### src/rtl/serial_adder_pkg.sv
// serial_adder_pkg: shared types and constants for the bit-serial adder.
//   state_t   : controller state encoding (IDLE, RUN, DONE), 2 bits.
//   MIN_WIDTH : smallest supported operand width.
//   MAX_WIDTH : largest supported operand width.
package serial_adder_pkg;

    localparam int MIN_WIDTH = 2;
    localparam int MAX_WIDTH = 32;

    typedef enum logic [1:0] {
        IDLE = 2'd0,
        RUN  = 2'd1,
        DONE = 2'd2
    } state_t;

endpackage : serial_adder_pkg

### src/rtl/serial_adder_fa_bit.sv
// fa_bit: purely combinational one-bit full adder.
//   a, b, cin : addend bits and carry-in
//   s         : sum bit
//   cout      : carry-out
module fa_bit (
    input  logic a,
    input  logic b,
    input  logic cin,
    output logic s,
    output logic cout
);

    assign s    = a ^ b ^ cin;
    assign cout = (a & b) | (cin & (a ^ b));

endmodule : fa_bit

### src/rtl/serial_adder.sv
// serial_adder: bit-serial WIDTH-bit adder. Computes {cout,sum} = a + b + cin
// one bit per clock, LSB first, through a single fa_bit cell and a carry
// flip-flop. The result appears WIDTH cycles after start is accepted.
//
// Ports:
//   clk, rst_n : rising-edge clock, asynchronous active-low reset
//   start      : request, sampled only while idle
//   a, b, cin  : operands and carry-in, captured on the accepting edge
//   busy       : high while bits are being processed
//   done       : one-cycle strobe; sum/cout are valid while it is high
//   sum, cout  : registered result, held until the next completion
//   ovf        : signed overflow, captured with sum
//                (present only when SERIAL_ADDER_OVF_EN is defined)
module serial_adder
    import serial_adder_pkg::*;
#(
    parameter int WIDTH = 8
) (
    input  logic             clk,
    input  logic             rst_n,
    input  logic             start,
    input  logic [WIDTH-1:0] a,
    input  logic [WIDTH-1:0] b,
    input  logic             cin,
    output logic             busy,
    output logic             done,
    output logic [WIDTH-1:0] sum,
    output logic             cout
`ifdef SERIAL_ADDER_OVF_EN
   ,output logic             ovf
`endif
);

    localparam int CNT_W = $clog2(WIDTH);

    if ((WIDTH < MIN_WIDTH) || (WIDTH > MAX_WIDTH)) begin : g_bad_width
        $error("serial_adder: WIDTH out of supported range");
    end

    state_t           state, state_nxt;
    logic [WIDTH-1:0] a_sh, b_sh;
    // Only WIDTH-1 partial-sum bits need storage: the final bit goes
    // straight from the cell into sum on the last step.
    logic [WIDTH-2:0] sum_sh;
    logic [WIDTH-1:0] sum_cat;
    logic             carry;
    logic [CNT_W-1:0] cnt;
    logic             fa_s, fa_cout;
    logic             last_bit;
    logic             accept, step;

    fa_bit u_fa (
        .a    (a_sh[0]),
        .b    (b_sh[0]),
        .cin  (carry),
        .s    (fa_s),
        .cout (fa_cout)
    );

    assign sum_cat  = {fa_s, sum_sh};
    assign last_bit = (cnt == CNT_W'(WIDTH - 1));

    // NOTE: sequential state uses non-blocking assignments so every register
    // samples pre-edge values, independent of block ordering.
    always_ff @(posedge clk or negedge rst_n) begin
        if (!rst_n) state <= IDLE;
        else        state <= state_nxt;
    end

    // NOTE: every output of this block is defaulted first, so no path leaves
    // a signal unassigned and no latch is inferred.
    always_comb begin
        state_nxt = state;
        busy      = 1'b0;
        done      = 1'b0;
        accept    = 1'b0;
        step      = 1'b0;
        unique case (state)
            IDLE: begin
                if (start) begin
                    accept    = 1'b1;
                    state_nxt = RUN;
                end
            end
            RUN: begin
                busy = 1'b1;
                step = 1'b1;
                if (last_bit) state_nxt = DONE;
            end
            DONE: begin
                done      = 1'b1;
                state_nxt = IDLE;
            end
            default: state_nxt = IDLE;
        endcase
    end

    // NOTE: the shift registers, carry and counter are reset along with the
    // results so an aborted operation leaves no stale state behind.
    always_ff @(posedge clk or negedge rst_n) begin
        if (!rst_n) begin
            a_sh   <= '0;
            b_sh   <= '0;
            sum_sh <= '0;
            carry  <= 1'b0;
            cnt    <= '0;
            sum    <= '0;
            cout   <= 1'b0;
`ifdef SERIAL_ADDER_OVF_EN
            ovf    <= 1'b0;
`endif
        end else if (accept) begin
            a_sh  <= a;
            b_sh  <= b;
            carry <= cin;
            cnt   <= '0;
        end else if (step) begin
            a_sh   <= a_sh >> 1;
            b_sh   <= b_sh >> 1;
            sum_sh <= sum_cat[WIDTH-1:1];
            carry  <= fa_cout;
            cnt    <= cnt + CNT_W'(1);
            if (last_bit) begin
                sum  <= sum_cat;
                cout <= fa_cout;
`ifdef SERIAL_ADDER_OVF_EN
                // On the MSB step, carry holds the carry into the MSB.
                ovf  <= carry ^ fa_cout;
`endif
            end
        end
    end

endmodule : serial_adder

### config.mk
export PLATFORM = sky130hd
export DESIGN_NAME = serial_adder
export DESIGN_NICKNAME = d
export VERILOG_FILES = /design/src/rtl/serial_adder_pkg.sv /design/src/rtl/serial_adder_fa_bit.sv /design/src/rtl/serial_adder.sv
export SDC_FILE = /design/constraint.sdc
export NUM_CORES = 1
export LEC_CHECK = 0
export CAP_MARGIN = 20
export CORE_ASPECT_RATIO = 0.5
export CORE_MARGIN = 5
export CORE_UTILIZATION = 40
export CTS_BUF_LIST = sky130_fd_sc_hd__clkbuf_8
export DETAILED_ROUTE_END_ITERATION = 10
export GPL_TIMING_DRIVEN = 0
export PLACE_DENSITY = 0.63
export SKIP_LAST_GASP = 1
export SYNTH_ARGS = -nofsm -noshare
export SYNTH_HDL_FRONTEND = slang
export SYNTH_SLANG_ARGS = --single-unit
### constraint.sdc
create_clock -name clk -period 1.4 [get_ports clk]
set_input_delay 0.42 -clock clk [delete_from_list [all_inputs] [get_ports clk]]
set_output_delay 0.42 -clock clk [all_outputs]
set_load 0.02 [all_outputs]
==> results.txt <==
The flow ran to the end, but the final reports show violations. The checks that failed: negative setup slack. The total number of nets in the final design came out at 208. The remaining number of nets flagged by the antenna check after routing is 0. The initial antenna violation count is 0. The tree is rooted in a sky130_fd_sc_hd__clkbuf_8. The final setup slack of the worst path came out at -0.09690 ns. The first global-routing pass estimated 6106 um of wire.

After global routing the overflow that remains totals 0. STA classifies the critical path endpoint as an output pin. TritonCTS built the clock tree. The cell accounting for the most synthesized area is sky130_fd_sc_hd__dfrtp_1. Timing would allow up to 668.0 MHz. The final cell utilization of the core came out at 57.93%. The slowest stage of the critical path belongs to the cell sky130_fd_sc_hd__dfrtp_2. The number of detailed-route iterations in the first pass is 4. The critical path goes through inv_4 -> buf_8 -> nor2_4 -> buf_6. The final non-filler cell total is 240.

After floorplanning, the core was sized to cover 3944 um^2. The number of buffers and inverters on the critical path is 3. The number of DRC markers after the initial detailed-route iteration is 62. The clock transition at the registers of the reported paths is 0.07 ns. The floorplan step defined a die boundary enclosing 5603 um^2. The count of different cell masters after synthesis came out at 25. For this run, the number of Yosys warnings is 0. The cell family with the largest share of critical-path delay is flip-flops. In this run the power density over the cells is 2214 nW/um^2. The post-synthesis register bit count came out at 38.

The number of max-capacitance violations reported is 0. Across the VDD grid, the largest voltage drop is 781.1 uV. The leading register cell type out of synthesis is sky130_fd_sc_hd__dfrtp_1. In the synthesized netlist, the cells that appear most often are 38 x sky130_fd_sc_hd__dfrtp_1, 23 x sky130_fd_sc_hd__nand2_1, 20 x sky130_fd_sc_hd__o22ai_1.

The global-route track usage on met2 came out at 20.58%. The max-slew headroom at the worst pin came out at 44.56%. The initial cell density of the core came out at 41.97%. The largest incremental delay on the critical path is 0.44 ns.

Following the worst setup path forward leads to its endpoint at done. sky130_fd_sc_hd__dfrtp_1 is the most common cell in the netlist. The via density per instance came out at 5.163. The post-synth net total is 160.

In the post-synthesis netlist, the biggest area contributors are sky130_fd_sc_hd__dfrtp_1 57%, sky130_fd_sc_hd__mux2_4 8.2%, sky130_fd_sc_hd__o22ai_1 7.6%. For the pin with the worst max-slew slack, the measured transition is 0.8315 ns. The number of hold violations in the final report came out at 0. The launching instance or port of the critical path is state[1]$_DFFE_PN0P_. The worst hold path class is input port to asynchronous set/reset pin. For the worst setup path, the data arrival time is 1.08 ns. The fraction of met3 tracks used by global routing came out at 3.894%. For the worst setup path, the data required time is 0.98 ns.

In the global route stage, met1 resource usage came out at 18.98%. Clock skew on the completed layout was measured at 0.003524 ns. The post-synthesis cell area is 1655 um^2.

The share of the synthesized area in the top cell type is 57.45%. The layer flagged by global routing as most heavily used is met2. The global-route usage over all layers is 13.78%.

The maximum buffer depth of the clock tree came out at 2. The leakage power is 1.052 nW. The final-report max-slew violation count came out at 0.

The critical setup path kind is register to output pin. At the end of routability-driven placement, the weighted congestion stood at 0.7502. The horizontal extent of the die came out at 101.0 um. The largest fanout on the critical path came out at 4.

The worst setup slack for register-to-register paths is 0.03 ns. STA classifies the critical path startpoint as a register. The number of setup violations in the final report came out at 2. The number of clock buffers inserted by TritonCTS came out at 5.

The number of placement rows came out at 16. The capturing point of the worst reg2reg path is a_sh[6]$_DFFE_PN0P_. The number of antenna diodes in the final layout is 0. The count of unresolved DRC violations after routing is 0. The number of instances in the placed design came out at 221. The critical path runs through a total of 4 cells. The sum of routed wire length over all layers is 3781 um. The worst reg2reg path depth is 6. The routed design could run at a clock period as short as 1.497 ns. After synthesis, flip-flops and latches occupy 57.45% of the total area. The portion of the clock cycle consumed by the worst path in the final layout is 106.9%. The post-synthesis average cell area came out at 12.08 um^2. The cell count after synthesis came out at 137. The clock net sink count came out at 38.

The number of global-route vias before repair is 1263. The area growth from synthesis to layout is 38.02%. The count of fill cells added during filler insertion is 337. The reg-to-reg critical path startpoint is state[1]$_DFFE_PN0P_.

Setup repair after global routing could not meet its margin everywhere. During placement, the flow inserted port buffers numbering 30. The proportion of layout cells with a drive suffix above 1 is 32.80%. The H-tree was split into 2 levels. The clock latency reported for the late side of the worst-skew pair came out at 0.28 ns. The vertical extent of the die came out at 55.49 um. The half-perimeter wire length after placement came out at 2281 um. The total via count after detailed routing is 1239. The total I/O pin count is 31. The post-synthesis async set-or-reset flop share is 100.0%. Entering global routing, the biggest net connects 39 pins. The post-detailed-route wirelength per cell came out at 15.75 um.

In this run, synthesis inferred 0 flip-flops with an integrated enable.
worst reg2reg max path: cells and delay by family (launching register included):
kind                   cells  cell delay [ns]
AO/OA/AOI/OAI              2             0.16
flip-flops                 1             0.44
buffers and inverters      3             0.47
AND/OR/NAND/NOR            1             0.18
logic make-up (layout without fill, tap and decap cells):
logic type | count (synthesis) | in the layout | share of synthesized area, %
muxes | 9 | 9 | 8.163
buffers and inverters | 12 | 59 | 4.611
adders and majority gates | 3 | 3 | 2.721
AOI/OAI and AO/OA | 43 | 43 | 17.61
DFF | 38 | 38 | 57.45
and+or+nand+nor | 32 | 34 | 9.449
registers in the layout (all words and copies together) (netlist names):
name	flops
a_sh	8
b_sh	8
carry	1
cnt	3
cout	1
state	2
sum	8
sum_sh	7
per-stage QoR:
stage,setup WS (ns),hold slack (ns),setup TNS [ns],total power [mW],area (um^2)
2_1_floorplan,0.02252,0.1244,0,3.379,1658
3_3_place_gp,-1.004,0.4592,-46.57,3.966,2026
3_5_place_dp,-0.6839,0.4840,-8.979,4.034,2021
4_1_cts,-0.2454,0.2691,-0.4846,4.950,2221
5_1_grt,-0.1227,0.3042,-0.2632,5.418,2285
6_report,-0.09690,0.2349,-0.1814,5.059,2285
repair_timing:
item,4_1_cts,5_1_grt
hold buffers,0,0
hold endpoints to repair,0,0
pin swaps,2,3
buffers inserted,7,5
setup endpoints to repair,35,36
resized for setup,44,23
cloned,1,1
worst min-delay path by stage:
stage / start / to / slack [ns] / depth (start not counted)
detailed placement: sum_sh[0]$_DFFE_PN0P_ / sum_sh[0]$_DFFE_PN0P_ / 0.48 / 2
CTS: rst_n / b_sh[1]$_DFFE_PN0P_ / 0.27 / 1
global placement: sum_sh[0]$_DFFE_PN0P_ / sum_sh[0]$_DFFE_PN0P_ / 0.46 / 2
floorplan: rst_n / a_sh[0]$_DFFE_PN0P_ / 0.12 / 0
global route: rst_n / b_sh[5]$_DFFE_PN0P_ / 0.30 / 1
finish: rst_n / b_sh[5]$_DFFE_PN0P_ / 0.23 / 1
where the power goes:
group | switching, mW | internal (mW)
Sequential | 0.357 | 1.61
Combinational | 1.12 | 1.21
Clock | 0.368 | 0.390
per-layer routing:
layer	vias up	part of all wire [%]
li1	596	-
met1	610	50
met2	29	45
met3	4	4.2
met4	0	0.79
met5	-	0
cells in the final DEF (no fill, tap or decap), drive strengths merged, types with 2 or more instances in the layout:
cell / count
nor2: 4
clkbuf: 12
a22o: 2
clkdlybuf4s50: 17
ha: 2
nand2: 25
o22ai: 20
a2bb2oi: 8
mux2: 9
buf: 20
o21ai: 3
a21oi: 7
dfrtp: 38
nand2b: 3
inv: 4
clkdlybuf4s15: 3
final cells by class:
| cell class | count | area, um^2 | share of cell area (%) |
|---|---|---|---|
| Buffer | 6 | 57.56 | 2.519 |
| Clock buffer | 6 | 82.58 | 3.614 |
| Clock inverter | 2 | 8.758 | 0.3834 |
| Inverter | 4 | 28.78 | 1.260 |
| Multi-Input combinational cell | 89 | 730.7 | 31.98 |
| Sequential cell | 38 | 952.2 | 41.68 |
| Tap cell | 54 | 67.56 | 2.957 |
| Timing Repair Buffer | 41 | 356.6 | 15.61 |
(Power assumes the default switching activity.)
